[config.mk]
export PLATFORM = sky130hd
export DESIGN_NAME = prng_sample_fifo
export DESIGN_NICKNAME = d
export VERILOG_FILES = /design/src/rtl/prng_sample_fifo.sv
export SDC_FILE = /design/constraint.sdc
export NUM_CORES = 1
export LEC_CHECK = 0
export ABC_AREA = 1
export CORE_ASPECT_RATIO = 0.6
export CORE_UTILIZATION = 56
export DETAILED_ROUTE_END_ITERATION = 8
export PLACE_DENSITY = 0.86
export RECOVER_POWER = 100
export REMOVE_ABC_BUFFERS = 1
export SYNTH_ARGS = -nofsm -noshare
export SYNTH_HDL_FRONTEND = slang
export SYNTH_SLANG_ARGS = --single-unit
[constraint.sdc]
create_clock -name clk -period 8.2 [get_ports clk]
set_input_delay 1.64 -clock clk [delete_from_list [all_inputs] [get_ports clk]]
set_output_delay 1.64 -clock clk [all_outputs]
set_load 0.05 [all_outputs]
[src/rtl/prng_sample_fifo.sv]
// Consumer stage for the xoshiro128++ generator. It draws words, optionally reduces them to
// [0, bound) by mask-and-reject, and buffers the results in a small prefetch FIFO.
module prng_sample_fifo #(
    parameter int DEPTH   = 4,
    parameter int STARTUP = 4
) (
    input  logic                   clk,
    input  logic                   rst,
    output logic                   gen_next,
    input  logic [31:0]            gen_rnd,
    input  logic                   gen_write,
    input  logic                   flush,
    input  logic [31:0]            bound,
    output logic                   out_valid,
    input  logic                   out_ready,
    output logic [31:0]            out_data,
    output logic [$clog2(DEPTH):0] level,
    output logic [15:0]            reject_cnt
);

    localparam int AW = $clog2(DEPTH);
    localparam int LW = AW + 1;
    localparam int SW = (STARTUP > 1) ? $clog2(STARTUP) : 1;
    localparam logic [SW-1:0] START_LAST = SW'(STARTUP - 1);
    localparam logic [LW-1:0] FULL_LEVEL = LW'(DEPTH);

    typedef enum logic [1:0] {
        S_WAIT,
        S_REQ,
        S_CAP
    } state_t;

    state_t        state;
    state_t        state_nxt;
    logic [SW-1:0] start_cnt;
    logic [AW-1:0] wr_ptr;
    logic [AW-1:0] rd_ptr;
    logic [31:0]   mem [DEPTH];

    logic        flush_i;
    logic [31:0] smear;
    logic [31:0] mask;
    logic [31:0] masked;
    logic [31:0] push_data;
    logic        accept;
    logic        push;
    logic        pop;
    logic        reject;

    // A seed write invalidates everything buffered, exactly like an explicit flush.
    assign flush_i = flush | gen_write;

    // Smallest all-ones mask covering bound-1; bound==0 selects the full 32-bit range.
    always_comb begin
        // NOTE: blocking assignments are correct here; each line refines the previous value
        // within the same evaluation, and no state is held between evaluations.
        smear = bound - 32'd1;
        smear = smear | (smear >> 1);
        smear = smear | (smear >> 2);
        smear = smear | (smear >> 4);
        smear = smear | (smear >> 8);
        smear = smear | (smear >> 16);
        mask  = (bound == 32'd0) ? 32'hFFFF_FFFF : smear;
    end

    assign masked    = gen_rnd & mask;
    assign accept    = (bound == 32'd0) || (masked < bound);
    assign push_data = (bound == 32'd0) ? gen_rnd : masked;
    assign push      = (state == S_CAP) && accept && !flush_i;
    assign reject    = (state == S_CAP) && !accept && !flush_i;

    assign out_valid = (level != '0);
    assign pop       = out_valid && out_ready && !flush_i;
    assign out_data  = out_valid ? mem[rd_ptr] : 32'h0;

    always_comb begin
        // NOTE: every output of this block gets a default first, so no path leaves a
        // value unassigned and no latch is inferred.
        state_nxt = state;
        gen_next  = 1'b0;
        case (state)
            S_WAIT: begin
                if (start_cnt == START_LAST) begin
                    state_nxt = S_REQ;
                end
            end
            S_REQ: begin
                // Space is reserved at request time; pops can only add room before the push.
                gen_next = (level < FULL_LEVEL) && !flush_i;
                if (gen_next) begin
                    state_nxt = S_CAP;
                end
            end
            S_CAP: begin
                state_nxt = S_REQ;
            end
            default: begin
                state_nxt = S_WAIT;
            end
        endcase
    end

    // NOTE: registered state uses non-blocking assignments so every flop samples
    // pre-edge values regardless of evaluation order.
    always_ff @(posedge clk) begin
        if (rst) begin
            state      <= S_WAIT;
            start_cnt  <= '0;
            wr_ptr     <= '0;
            rd_ptr     <= '0;
            level      <= '0;
            reject_cnt <= '0;
        end else begin
            state <= state_nxt;

            if ((state == S_WAIT) && (start_cnt != START_LAST)) begin
                start_cnt <= start_cnt + SW'(1);
            end

            if (reject && (reject_cnt != 16'hFFFF)) begin
                reject_cnt <= reject_cnt + 16'd1;
            end

            if (flush_i) begin
                wr_ptr <= '0;
                rd_ptr <= '0;
                level  <= '0;
            end else begin
                if (push) begin
                    wr_ptr <= wr_ptr + AW'(1);
                end
                if (pop) begin
                    rd_ptr <= rd_ptr + AW'(1);
                end
                case ({push, pop})
                    2'b10:   level <= level + LW'(1);
                    2'b01:   level <= level - LW'(1);
                    default: level <= level;
                endcase
            end
        end
    end

    // NOTE: the storage array has no reset; level gates out_data, so stale entries are
    // never observable and the array can map onto plain registers or RAM.
    always_ff @(posedge clk) begin
        if (push) begin
            mem[wr_ptr] <= push_data;
        end
    end

endmodule

# After elaboration in Yosys (flattened, before gate mapping)
# Memories as Yosys holds them, arrays and structs flattened. A register that Yosys moved wholly into a read port is not among the register bits.
# Index checks and enable logic that the tools add are counted.
[word_totals] register_bits=27 mem_bits_rw=128 inputBits=69 wordCells=62 mem_count=1
[mem_list] memory="mem" words=4 width=32 rd=1 rd_ports_with_merged_regs=1 write_ports=1 line_no="38" source="logic [31:0] mem [DEPTH];"
[op_classes] add_sub_neg=7 magnitude_cmp=2 eq_ne=9 muxes=12 bitwise_logic=7 n_reduce_logical=18
[op_table] op="2-to-1 mux 32 bit" count=3
[op_table] op="AND 32 bit" count=1
[op_table] op="zero test 32 bit" count=1
[op_table] op="less-than comparator 32 bit" count=1
[op_table] op="OR 32 x 16 -> 32 bit" count=1
[op_table] op="OR 32 x 24 -> 32 bit" count=1
[op_table] op="OR 32 x 28 -> 32 bit" count=1
[op_table] op="OR 32 x 30 -> 32 bit" count=1
[op_table] op="OR 32 x 31 -> 32 bit" count=1
[op_table] op="subtractor 32 x 1 -> 32 bit, second input constant" count=1
[op_table] op="adder 16 x 1 -> 16 bit, second input constant" count=1
[op_table] op="!= test 16 bit, second input constant" count=1
[op_table] op="logical AND 1 bit" count=9
[op_table] op="2-to-1 mux 2 bit" count=4
[op_table] op="adder 2 x 1 -> 2 bit, second input constant" count=3
[op_table] op="== test 2 bit, second input constant" count=3
[op_table] op="!= test 2 bit, second input constant" count=3
[op_table] op="one-hot mux 2 bit (3 select lines)" count=1
[op_table] op="one-hot mux 3 bit (2 select lines)" count=1
[op_table] op="== test 2 x 1 -> 1 bit, second input constant" count=2
[op_table] op="adder 3 x 1 -> 3 bit, second input constant" count=1
[op_table] op="less-than comparator 3 bit, second input constant" count=1
[op_table] op="2-to-1 mux 1 bit" count=3
[op_table] op="nonzero test 3 bit" count=1
[op_table] op="8 further kinds" count=9

# Logic depth before layout (Yosys ltp)
# Gate-level depths: netlist of run 1.
[logic_depth] ltp_word=14 mapped_depth=42

# Worst setup path after synthesis of run 1
# Ideal clock, no wire load.
[synth_timing] path_type="input -> register" startpoint="input bound[0]" endpoint="memory mem[0][0] (enable)" arrival_time_ns=6.473 required_ns=7.779 slack_ns=1.306 cell_stages=33 path_cell_list="inv_1 ha_1 nand2_4 nor2_4 nand2_1 o21ai_1 nand2_1 nor2_4 nand2_2 nor2_4 nand2_4 nor2_8 inv_4 nor2_8 nand4_4 nor4_4 nand4_2 nor3_2 inv_2 nand2_1 inv_1 ha_1 a21oi_1 nor2_1 a211oi_1 nand2_1 nand2_1 nand2_1 nand2_2 nand2_2 nand2_1 nand2_2 nor2_1"
[synth_between] elab_chain_cells=14
[synth_rtl] element="from (decl)" line_no="13" source="input logic [31:0] bound,"
[synth_rtl] element="subtractor 32 x 1 -> 32 bit" line_no="57" source="smear = bound - 32'd1;"
[synth_rtl] element="OR 32 x 31 -> 32 bit" line_no="58" source="smear = smear | (smear >> 1);"
[synth_rtl] element="OR 32 x 30 -> 32 bit" line_no="59" source="smear = smear | (smear >> 2);"
[synth_rtl] element="OR 32 x 28 -> 32 bit" line_no="60" source="smear = smear | (smear >> 4);"
[synth_rtl] element="OR 32 x 24 -> 32 bit" line_no="61" source="smear = smear | (smear >> 8);"
[synth_rtl] element="OR 32 x 16 -> 32 bit" line_no="62" source="smear = smear | (smear >> 16);"
[synth_rtl] element="2-to-1 mux 32 bit" line_no="63" source="mask = (bound == 32'd0) ? 32'hFFFF_FFFF : smear;"
[synth_rtl] element="AND 32 bit" line_no="66" source="assign masked = gen_rnd & mask;"
[synth_rtl] element="less-than comparator 32 bit" line_no="67" source="assign accept = (bound == 32'd0) || (masked < bound);"
[synth_rtl] element="logical OR 1 bit *" line_no="67"
[synth_rtl] element="logical AND 1 bit * (2 in series)" line_no="69" source="assign push = (state == S_CAP) && accept && !flush_i;"
[synth_rtl] element="2-to-1 mux 1 bit *" line_no="147" source="if (push) begin"
[synth_rtl] element="2-to-1 mux 1 bit (not written as such) *" line_no="148" source="mem[wr_ptr] <= push_data;"
[synth_rtl] element="to (decl)" line_no="38"
# Mark *: on every way between the ends. The rest lies on a longest branch, timed or not.

# Worst setup path in the final report of run 1
[layout_timing] startpoint="input bound[0]" endpoint="memory mem[0][7] (enable)"
# Same word-level chain as after synthesis.

==> metrics, run 1 <==
max layer used=met4; multiplexer area fraction after synthesis=0; hold_buf cts=0; largest net degree at the start of global routing=66; RR Startpoint=reject_cnt[0]; clk sinks=157; final net count=1331; routed length per instance=17.17 um; initial DRC count=950; yosys synthesis warning count=0; ys async rst share=0; worst vdd ir=113.4 uV; Worst path slowest cell=clkbuf_2; #FFs+latches synth=157; Vias/cell=5.682; largest family of logic cells by synthesized area=simple AND/OR/NAND/NOR gates; clock latency on the worst-skew pair=430 ps; worst-path fanout max=32; CTS buffer count=17; final setup TNS=0 ps; Distinct cells, synth=49; HP Start=rd_ptr[1]; CTS Root Buffer Type=clkbuf_16; CTS H-Tree Depth=4; Die Y=101.3 um; vias in the first global route=7359; Reg power frac=0.458; status=complete, no violations; I/O Buffers=121; clock group share of total power=0.448; Post-Syn Area=9200 um^2; Synth Area in XOR/XNOR=0.01333; first-pass GRT wire length=39010 um; first-pass iteration count of the detailed router=5; sw frac=0.2579; Slew Viols, Final=0; worst-margin pin slew=1117 ps; syn avg cell area=8.349 um^2; CTS resizes=0; wire length on met2=10400 um; Fin. Hold Viols=0; power density cells=169.2 nW/um^2; Post-synth EDFFs=128; Fin Clk Skew=10.60 ps; Final setup viols=0; HPWL Detailed=17330 um; MaxCap Viol Count=0; post-synthesis compound-gate area fraction=0.1081; Worst setup SP type=input pin; grt ovf=0; routed via count=8159; Psw=489.3 uW; met3 wire len=2498 um; initial antenna violation count=0; io pins=122; Fmax achieved=135.7 MHz; worst path required time=8240 ps; Starting Density=0.5868; Post-CTS Setup Inserts=0; # rows=35; crit-path most repeated cell=nand2_1; most common cell after layout, fill and taps aside=nor2_1; critical path class=input pin to register; Tmin final=7369 ps; Arr. time, crit path=7410 ps; crit path launch=bound[0]; Seq/Total Area, Yosys=0.4809; DRC Markers=0; fraction of layout cells with a size suffix above 1=0.07299; all-layer global routing usage=0.3011; die footprint=16960 um^2; clock-pin slew on the worst setup and hold paths=70 ps; Int Pwr=1.408 mW; ANT nets after route=0; Die Wd=167.5 um; WL met1=11290 um; n_diodes=0; Comb power frac=0.094; period utilisation layout=0.8986; Final Wtd Congestion=0.9197; post-synthesis simple-gate area fraction=0.2716; RSZ-0062 raised after global routing=false; adder-cell share of the synthesized area=0.05794; CTS Buffer Depth=2; synthesis-to-layout area growth=21.86%; CTS tree=done; Slew HR=0.2545; prevailing post-synth register cell=edfxtp_1; CP max stage delay=710 ps; hold slack=479.1 ps; total core area=15680 um^2; CP Capture Type=register; cells after synthesis=1102; commonest cells after routing, fill and taps aside=nor2_1 (248), nand2_1 (168), edfxtp_1 (128); Min-Delay Path Class=register to register; Detailed Route WL=24660 um; leakage power=4.561 nW
cell families after synthesis:
logic type,Yosys count
adder cells (fa/ha/maj),42
buffers and inverters,162
AO/OA/AOI/OAI,179
AND/OR/NAND/NOR,548
flip-flops,157
XOR/XNOR,14
path summary, 6_finish.rpt:
check                   end  slack (ps)  cells past startpoint
min reg2reg       rd_ptr[1]         480                      2
min               rd_ptr[1]         480                      2
max reg2reg  reject_cnt[11]        5280                      9
max               mem[0][7]         830                     35
worst max-delay path: cells and delay by family:
kind,cells,cell delay [ps]
AOI/OAI and AO/OA,3,520
adders and majority gates,2,580
buffers and inverters,6,1660
and+or+nand+nor,24,2990
metrics by stage:
stage / power (mW) / setup slack, ps / instance area, um^2 / util / cells
after global routing: 1.946 / 314.8 / 11210 / 0.7151 / 1436
after floorplan: 0.9852 / 1276 / 9071 / - / 1072
after CTS: 1.894 / 1182 / 11260 / 0.7180 / 1436
after detailed placement: 1.061 / 839.9 / 10620 / 0.6773 / 1404
after global placement: 1.057 / 1099 / 10620 / 0.6773 / 1404
final: 1.897 / 831.1 / 11210 / 0.7151 / 1436
final cells by class:
class | count | area, um^2
timing repair buffer | 129 | 1269
multi-input combinational | 783 | 4126
sequential | 157 | 4425
clock buffer | 17 | 425.4
fill | 1153 | 4467
clock inverter | 15 | 212.7
tap | 203 | 254.0
inverter | 132 | 498.0
cell usage after synthesis, types with 2 or more instances:
library cell / instances / area share
nor2_1: 245 / 0.10
nand2_1: 166 / 0.068
edfxtp_1: 128 / 0.42
inv_1: 127 / 0.052
o21ai_0: 79 / 0.043
a21oi_1: 65 / 0.035
ha_1: 41 / 0.056
nand3_1: 38 / 0.021
dfxtp_1: 29 / 0.063
nand4_1: 27 / 0.018
clkbuf_1: 23 / 0.0094
nor3_1: 17 / 0.0092
nand2_2: 12 / 0.0082
nor2_2: 10 / 0.0068
nor2_4: 8 / 0.0098
xor2_1: 8 / 0.0076
a21boi_0: 6 / 0.0049
xnor2_1: 6 / 0.0057
nand2_4: 5 / 0.0061
a211oi_1: 4 / 0.0033
buf_1: 4 / 0.0016
nor4_1: 4 / 0.0027
o21ai_1: 4 / 0.0022
o31a_1: 4 / 0.0038
nor2_8: 3 / 0.0065
o21a_1: 3 / 0.0024
o31ai_1: 3 / 0.0024
a21boi_1: 2 / 0.0016
a31oi_1: 2 / 0.0014
and2_1: 2 / 0.0014
buf_6: 2 / 0.0024
clkinv_1: 2 / 0.00082
inv_2: 2 / 0.00082
nand4_4: 2 / 0.0046
nor3_2: 2 / 0.0022
nor3b_1: 2 / 0.0016
o221ai_1: 2 / 0.0019
or2_2: 2 / 0.0014
layer usage:
layer  vias to the layer above  global-route usage
met4                         0             0.08257
met3                        43             0.05627
met2                       405              0.4401
li1                       3920                   -
met5                         -                   0
met1                      3791              0.4572
sequential cells by signal (all words and copies together) (netlist names), named ones only:
| name | cells |
|---|---|
| mem | 128 |
| reject_cnt | 16 |
| level | 3 |
| rd_ptr | 2 |
| start_cnt | 2 |
| state | 2 |
| wr_ptr | 2 |
power groups by stage:
| stage | Clock [mW] | Sequential [mW] | Combinational (mW) |
|---|---|---|---|
| global route | 0.881 | 0.870 | 0.195 |
| global placement | 0 | 0.887 | 0.170 |
| detailed placement | 0 | 0.887 | 0.174 |
| finish | 0.850 | 0.870 | 0.178 |
| CTS | 0.849 | 0.870 | 0.176 |
| floorplan | 0 | 0.887 | 0.0987 |
No activity file was read; power rests on OpenSTA's default activity.
==> inputs of run 2 (changes only) <==
--- a/config.mk
+++ b/config.mk
@@ -9,9 +9,11 @@
 export CORE_ASPECT_RATIO = 0.6
 export CORE_UTILIZATION = 56
 export DETAILED_ROUTE_END_ITERATION = 8
+export GPL_TIMING_DRIVEN = 0
 export PLACE_DENSITY = 0.86
 export RECOVER_POWER = 100
 export REMOVE_ABC_BUFFERS = 1
+export SKIP_LAST_GASP = 1
 export SYNTH_ARGS = -nofsm -noshare
 export SYNTH_HDL_FRONTEND = slang
 export SYNTH_SLANG_ARGS = --single-unit
==> metrics, run 2 (synthesis gave the netlist of run 1 again) <==
Util after Layout=0.7219; most common cell after layout, fill and taps aside=nor2_1; n_diodes=0; Tot Pwr=1.849 mW; Fin. Hold Viols=0; Starting Density=0.5868; CTS buffer count=17; power density cells=163.4 nW/um^2; routed length per instance=17.32 um; commonest cells after routing, fill and taps aside=nor2_1 (241), nand2_1 (168), edfxtp_1 (128); fillers=1125; final net count=1332; grt ovf=0; status=complete, no violations; worst-path fanout max=19; Vias/cell=5.709; Fin Clk Skew=15.09 ps; CTS Buffer Depth=2; clk sinks=157; Tmin final=7576 ps; CTS tree=done; leakage power=4.564 nW; Final Wtd Congestion=0.9459; DRC Markers=0; worst-margin pin slew=1443 ps; Final setup viols=0; Top reg by flops=mem; Detailed Route WL=24890 um; RSZ-0062 raised after global routing=false; worst vdd ir=125.2 uV; clock-pin slew on the worst setup and hold paths=70 ps; Slew HR=0.03672; # rows=35; max reg flops=128; fraction of layout cells with a size suffix above 1=0.07861; Min-Delay Path Class=register to register; routed via count=8204; critical path class=input pin to register; all-layer global routing usage=0.3025; hold_buf cts=0; ANT nets after route=0; clock latency on the worst-skew pair=430 ps; Worst path slowest cell=nor2_2; crit-path most repeated cell=nand2_1; initial antenna violation count=0; total core area=15680 um^2; I/O Buffers=121; Fmax achieved=132.0 MHz; CP Capture Type=register; Slew Viols, Final=0; Die Wd=167.5 um; CTS Root Buffer Type=clkbuf_16; Post-CTS Setup Inserts=0; worst path required time=8320 ps; Die Y=101.3 um; Worst setup SP type=input pin; MaxCap Viol Count=0; vias in the first global route=7507; first-pass GRT wire length=39240 um; period utilisation layout=0.9239; CTS resizes=0; HPWL Detailed=17910 um; initial DRC count=993; first-pass iteration count of the detailed router=6; biggest regs=mem: 128 flops, reject_cnt: 16 flops, level: 3 flops; largest net degree at the start of global routing=65; CP max stage delay=800 ps; synthesis-to-layout area growth=23.01%; Arr. time, crit path=7700 ps; die footprint=16960 um^2; CTS H-Tree Depth=4; io pins=122
run 2: changes by cell type in the layout (fill, tap and decap cells not counted), moves of 2 or more:
cell / before / now
buf_16: 0 / 4
buf_4: 7 / 0
bufinv_16: 2 / 0
nor2_2: 8 / 12
nor2_4: 7 / 10
nor2_1: 248 / 241
inv_6: 2 / 0
buf_6: 0 / 4
clkinv_8: 3 / 5
run 2: final timing paths:
path | start | endpoint | slack [ps] | cells past startpoint
max | bound[0] | mem[0][23] | 620 | 35
max reg2reg | reject_cnt[0] | reject_cnt[15] | 5270 | 9
min | state[1] | state[1] | 480 | 1
min reg2reg | state[1] | state[1] | 480 | 1
run 2: area by class of cell:
class	instances	area [um^2]	share of cell area
Clock buffer	17	425.4	0.03759
Clock inverter	15	183.9	0.01625
Inverter	132	499.2	0.04411
Multi-Input combinational cell	783	4143	0.3661
Sequential cell	157	4425	0.3910
Tap cell	203	254.0	0.02244
Timing Repair Buffer	130	1386	0.1225
run 2: where the power goes:
group	switching (mW)	total, mW	internal [mW]
logic	0.107	0.176	0.0695
clock network	0.388	0.803	0.415
registers	0.00354	0.869	0.866
total	0.499	1.85	1.35
run 2: stage by stage:
stage	TNS [ps]	setup slack (ps)	cell area (um^2)	hold WS [ps]	std cells
3_3_place_gp	-91320	-744.3	10540	445.7	1396
3_5_place_dp	0	595.3	10750	474.9	1405
6_report	0	623.9	11320	483.3	1437
2_1_floorplan	0	1276	9071	435.6	1072
5_1_grt	0	189.6	11320	508.2	1437
4_1_cts	0	898.9	11360	484.6	1437
run 2: worst max-delay path: cells and delay by family:
kind	cells	cell delay (ps)
and+or+nand+nor	24	3840
buffers and inverters	6	1130
adders and majority gates	2	540
AOI/OAI and AO/OA	3	540
run 2: metal layers:
layer  wire length [um]  global-route usage  vias to the layer above
met1              11160              0.4471                     3734
met3               2615             0.05119                       38
li1                   -                   -                     3939
met2              10700              0.4644                      493
met4                410             0.07763                        0
met5                  0                   0                        -
==> RTL change 1 (settings of run 1) <==
Register the output `reject_cnt` once more, with the module's reset; this adds one clock of latency there. The other outputs are not delayed to match.
--- a/src/rtl/prng_sample_fifo.sv
+++ b/src/rtl/prng_sample_fifo.sv
@@ -29,6 +29,8 @@
         S_REQ,
         S_CAP
     } state_t;
+
+    logic [15:0] reject_cnt_s0;
 
     state_t        state;
     state_t        state_nxt;
@@ -109,7 +111,7 @@
             wr_ptr     <= '0;
             rd_ptr     <= '0;
             level      <= '0;
-            reject_cnt <= '0;
+            reject_cnt_s0 <= '0;
         end else begin
             state <= state_nxt;
 
@@ -117,8 +119,8 @@
                 start_cnt <= start_cnt + SW'(1);
             end
 
-            if (reject && (reject_cnt != 16'hFFFF)) begin
-                reject_cnt <= reject_cnt + 16'd1;
+            if (reject && (reject_cnt_s0 != 16'hFFFF)) begin
+                reject_cnt_s0 <= reject_cnt_s0 + 16'd1;
             end
 
             if (flush_i) begin
@@ -149,5 +151,13 @@
         end
     end
 
+    always_ff @(posedge clk) begin
+        if (rst) begin
+            reject_cnt <= '0;
+        end else begin
+            reject_cnt <= reject_cnt_s0;
+        end
+    end
+
 endmodule
 
Behaviour: not the same (Yosys sat finds a counterexample within 10 cycles, from zero or initial values and one cycle with rst high).
==> RTL change 1 against run 1 <==
- the run now ends with capacitance limit, slew limit left
- global-route usage rose by 0.73 points
- core utilization fell by 1.4 points
- wire length up 4.9%
- clock skew rose by 0.0031 ns
- sequential cell count is 16 higher
- power grew 2.2%
- synthesized area increased by 3.5%
- cell count grew 2.5%
- worst hold slack lost 0.011 ns
- cell area increased by 2.8%
- clock power decreased by 4.0%
- worst setup slack lost 0.036 ns
- critical endpoint is now mem[1][24]
- largest cell class unchanged
==> RTL change 1: results (changes against run 1) <==
{
  "outcome": {"value": "complete, but fails checks"},
  "failed_checks": {"value": "capacitance limit, slew limit"},
  "critical_path.reg2reg.endpoint": {"value": "reject_cnt_s0[2]"},
  "drt_iter0_drc": {"value": 983, "change": "+3.5%"},
  "holdCritStartpoint": {"value": "rd_ptr[1]"},
  "setup_viol": {"value": 0, "change": "unchanged"},
  "finish.net_count": {"value": 1342, "change": "+0.83%"},
  "drive_above_1_share": {"value": 0.08521, "change": "+0.01222"},
  "netSwitchingFraction": {"value": 0.2644, "change": "+0.006530"},
  "timing.rr.start": {"value": "reject_cnt_s0[0]"},
  "fillCellCount": {"value": 1199, "change": "+4.0%"},
  "grt_pass1_vias": {"value": 7772, "change": "+5.6%"},
  "total_via_count_in_the_routed_design": {"value": 8301, "change": "+1.7%"},
  "synth-edff-count": {"value": 128, "change": "unchanged"},
  "place_hpwl": {"value": 18460, "unit": "um", "change": "+6.5%"},
  "ff2ff_setup_slack": {"value": 5.24, "unit": "ns", "change": "-0.04 ns"},
  "final-max-slew-violation-count": {"value": 36, "change": "+36"},
  "route.detailed.wl_per_inst": {"value": 17.58, "unit": "um", "change": "+2.4%"},
  "cap_violations": {"value": 1, "change": "+1"},
  "synth_commonest_cells": {"value": "sky130_fd_sc_hd__nor2_1 (242), sky130_fd_sc_hd__nand2_1 (155), sky130_fd_sc_hd__edfxtp_1 (128), sky130_fd_sc_hd__inv_1 (122), sky130_fd_sc_hd__o21ai_0 (81)"},
  "post_synth_cell_types": {"value": 46, "change": "-6.1%"},
  "finalClockSkew": {"value": 0.01371, "unit": "ns", "change": "+0.003115 ns"},
  "crit_path_max_incr_delay": {"value": 0.76, "unit": "ns", "change": "+0.05 ns"},
  "clock-root-buffer": {"value": "sky130_fd_sc_hd__clkbuf_16"},
  "synth.top_cells.by_area": {"value": "sky130_fd_sc_hd__edfxtp_1 (40%), sky130_fd_sc_hd__nor2_1 (9.5%), sky130_fd_sc_hd__dfxtp_1 (9.5%)"},
  "grt_usage": {"value": 0.3084, "change": "+0.007286"},
  "ff2ff_path_depth": {"value": 10, "change": "+1"},
  "total_inserted_antenna_cells": {"value": 0, "change": "unchanged"},
  "hold-path-endpoint": {"value": "rd_ptr[1]"},
  "portion_of_the_post_synthesis_area_used_by_sequential_elements": {"value": 0.4984, "change": "+0.01753"},
  "yosys_warnings": {"value": 0, "change": "unchanged"},
  "vdd.ir_drop.worst": {"value": 0.0001486, "unit": "V", "change": "+31%"},
  "startpoint": {"value": "bound[0]"},
  "headroom_to_the_max_slew_limit": {"value": -0.03077, "change": "-0.2853"},
  "cp_data_arrival_time": {"value": 7.45, "unit": "ns", "change": "+0.04 ns"},
  "grt_pass1_wl": {"value": 40520, "unit": "um", "change": "+3.9%"},
  "routabilityCongestion": {"value": 0.9350, "change": "+1.7%"},
  "grt_max_degree": {"value": 66, "change": "unchanged"},
  "power.leakage": {"value": 4.673, "unit": "nW", "change": "+2.4%"},
  "reg_top3": {"value": "mem (128), reject_cnt (16), reject_cnt_s0 (16)"}
}
RTL change 1: changes by cell type after synthesis, moves of 6 or more:
cell / delta
sky130_fd_sc_hd__nand2_2: +9
sky130_fd_sc_hd__a21oi_2: +8
sky130_fd_sc_hd__nand2_1: -11
sky130_fd_sc_hd__dfxtp_1: +16
sky130_fd_sc_hd__o21a_1: +6
sky130_fd_sc_hd__xor2_1: +6
RTL change 1: kinds of logic (layout without fill, tap and decap cells):
family	after synthesis	in the layout	share of synthesized area
buffers and inverters	159	291	0.06401
flip-flops	173	173	0.4984
adder cells (fa/ha/maj)	42	42	0.05599
XOR/XNOR	15	15	0.01380
AO/OA/AOI/OAI	184	184	0.1095
AND/OR/NAND/NOR	539	539	0.2583
RTL change 1: how the worst max path moves through the flow:
stage	to	slack [ns]	cells past startpoint
finish	mem[1][24]	0.79	34
CTS	level[2]	1.20	43
global placement	level[2]	1.00	43
floorplan	mem[0][0]	1.21	32
detailed placement	level[2]	0.80	43
global route	mem[1][5]	0.25	34
RTL change 1: worst max-delay path, delay by kind of cell:
| kind | cells | cell delay, ns |
|---|---|---|
| AND/OR/NAND/NOR | 22 | 2.78 |
| buffers and inverters | 6 | 1.62 |
| AO/OA/AOI/OAI | 4 | 0.72 |
| adder cells (fa/ha/maj) | 2 | 0.62 |
RTL change 1: layer usage:
metal / wire, um / vias up / part of all wire / global-route usage
li1: - / 3966 / - / -
met1: 11730 / 3846 / 0.45 / 0.4552
met2: 10950 / 451 / 0.42 / 0.4565
met3: 2816 / 38 / 0.11 / 0.06372
met4: 376 / 0 / 0.015 / 0.09425
met5: 0 / - / 0 / 0
RTL change 1: stage by stage:
step / instances / setup WS, ns / hold slack [ns] / area, um^2
after floorplan: 1080 / 1.212 / 0.4349 / 9387
after global placement: 1440 / 1.003 / 0.4490 / 10980
after detailed placement: 1440 / 0.8021 / 0.4597 / 10980
after CTS: 1472 / 1.199 / 0.4700 / 11600
after global routing: 1472 / 0.2455 / 0.4933 / 11530
final: 1472 / 0.7948 / 0.4681 / 11530
RTL change 1: layout make-up:
type / instances / area share
clock buffer: 17 / 0.03691
inverter: 127 / 0.04136
timing repair buffer: 132 / 0.1111
tap: 228 / 0.02475
sequential: 173 / 0.4117
multi-input combinational: 780 / 0.3578
clock inverter: 15 / 0.01639
RTL change 1: power by group through the flow:
stage | registers (W) | clock network (W) | logic [W]
floorplan | 0.000966 | 0 | 0.0000935
detailed placement | 0.000967 | 0 | 0.000171
global placement | 0.000966 | 0 | 0.000166
finish | 0.000947 | 0.000816 | 0.000177
CTS | 0.000947 | 0.000821 | 0.000174
global route | 0.000948 | 0.000856 | 0.000194
==> RTL change 2 (flow settings as in run 1) <==
Without the edit above. Set the parameter `DEPTH` to 2 (it was 4).
--- a/src/rtl/prng_sample_fifo.sv
+++ b/src/rtl/prng_sample_fifo.sv
@@ -1,7 +1,7 @@
 // Consumer stage for the xoshiro128++ generator. It draws words, optionally reduces them to
 // [0, bound) by mask-and-reject, and buffers the results in a small prefetch FIFO.
 module prng_sample_fifo #(
-    parameter int DEPTH   = 4,
+    parameter int DEPTH   = 2,
     parameter int STARTUP = 4
 ) (
     input  logic                   clk,
Interface: changed (resized level); port bits go from 122 to 121. The function was not compared with the original's and may differ.
==> RTL change 2 against run 1 <==
- wire length down 24%
- worst setup slack about the same
- global-route usage up 3.0 points
- highest routed layer unchanged
- first-iteration DRC count down 33%
- power down 43%
- synthesized area down 31%
- sequential cell count down 68
- cell area down 29%
- the flow now finishes with violations (capacitance limit, slew limit)
- critical endpoint is now reject_cnt[8]
==> RTL change 2: results (changes against run 1) <==
{
  "outcome": {"value": "complete, but fails checks"},
  "failed_checks": {"value": "capacitance limit, slew limit"},
  "met2_usage": {"value": 0.4700, "change": "+0.02994"},
  "startpoint": {"value": "bound[8]"},
  "cts_max_level": {"value": 3, "change": "-1"},
  "total_via_count_in_the_routed_design": {"value": 6243, "change": "-23%"},
  "synth_commonest_cells": {"value": "sky130_fd_sc_hd__nand2_1 (216), sky130_fd_sc_hd__inv_1 (115), sky130_fd_sc_hd__nor2_1 (108), sky130_fd_sc_hd__edfxtp_1 (64), sky130_fd_sc_hd__a21oi_1 (56)"},
  "headroom_to_the_max_slew_limit": {"value": -0.2086, "change": "-0.4630"},
  "setup.worst_path.end": {"value": "reject_cnt[8]"},
  "max_freq": {"value": 0.1357, "unit": "GHz", "change": "about the same"},
  "setup_slack_at_placement": {"value": 1.006, "unit": "ns", "change": "+0.1661 ns"},
  "synth_compound_gate_area_share": {"value": 0.1027, "change": "-0.005434"},
  "synth-edff-count": {"value": 64, "change": "-50%"},
  "power.leakage": {"value": 3.497, "unit": "nW", "change": "-23%"},
  "synth_xor_xnor_area_share": {"value": 0.02861, "change": "+0.01528"},
  "critPathMaxFanout": {"value": 20, "change": "-38%"},
  "post_drt_via_cell_ratio": {"value": 5.619, "change": "-1.1%"},
  "final-max-slew-violation-count": {"value": 35, "change": "+35"},
  "cts_made_buffers": {"value": 9, "change": "-8"},
  "grt_pass1_wl": {"value": 29910, "unit": "um", "change": "-23%"},
  "drt-met1-wl": {"value": 8780, "unit": "um", "change": "-22%"},
  "synth_fa_ha_area_frac": {"value": 0.07251, "change": "+0.01457"},
  "place_hpwl": {"value": 14250, "unit": "um", "change": "-18%"},
  "placed_cell_area": {"value": 0.007721, "unit": "mm^2", "change": "-27%"},
  "met1_global_route_usage": {"value": 0.5097, "change": "+0.05242"},
  "final.hold.worst_slack": {"value": 0.4709, "unit": "ns", "change": "-0.008190 ns"},
  "wl_met2": {"value": 7593, "unit": "um", "change": "-27%"},
  "met3_wirelength_from_detailed_routing": {"value": 2119, "unit": "um", "change": "-15%"},
  "reg_top3": {"value": "mem (64), reject_cnt (16)"},
  "met3_usage": {"value": 0.06674, "change": "+0.01047"},
  "place.detailed.instances": {"value": 1095, "change": "-22%"},
  "grt_max_degree": {"value": 35, "change": "-47%"},
  "routabilityCongestion": {"value": 1.048, "change": "+14%"},
  "cap_violations": {"value": 1, "change": "+1"},
  "finalClockSkew": {"value": 0.007605, "unit": "ns", "change": "-0.002992 ns"},
  "post_synth_cell_types": {"value": 44, "change": "-10%"},
  "clock_latency_on_the_worst_skew_pair": {"value": 0.35, "unit": "ns", "change": "-0.08 ns"}
}
==> RTL change 2: cell type report <==
type	count	area [um^2]	share of cell area
tap	139	173.9	0.02191
inverter	118	442.9	0.05579
sequential	89	2422	0.3051
multi-input combinational	624	3357	0.4229
clock inverter	6	72.57	0.009141
timing repair buffer	125	1231	0.1551
clock buffer	10	239.0	0.03010
==> RTL change 2: where the power goes <==
group / total (W) / switching (W) / internal, W
clock network: 0.000431 / 0.000183 / 0.000249
registers: 0.000491 / 0.00000344 / 0.000487
logic: 0.000163 / 0.0000962 / 0.0000666
==> RTL change 2: worst min path at each step <==
stage	startpoint	cells after the start	to
after floorplan	wr_ptr	2	wr_ptr
after detailed placement	wr_ptr	2	wr_ptr
after global routing	wr_ptr	2	wr_ptr
after global placement	start_cnt[0]	2	start_cnt[0]
after CTS	wr_ptr	2	wr_ptr
final	wr_ptr	2	wr_ptr
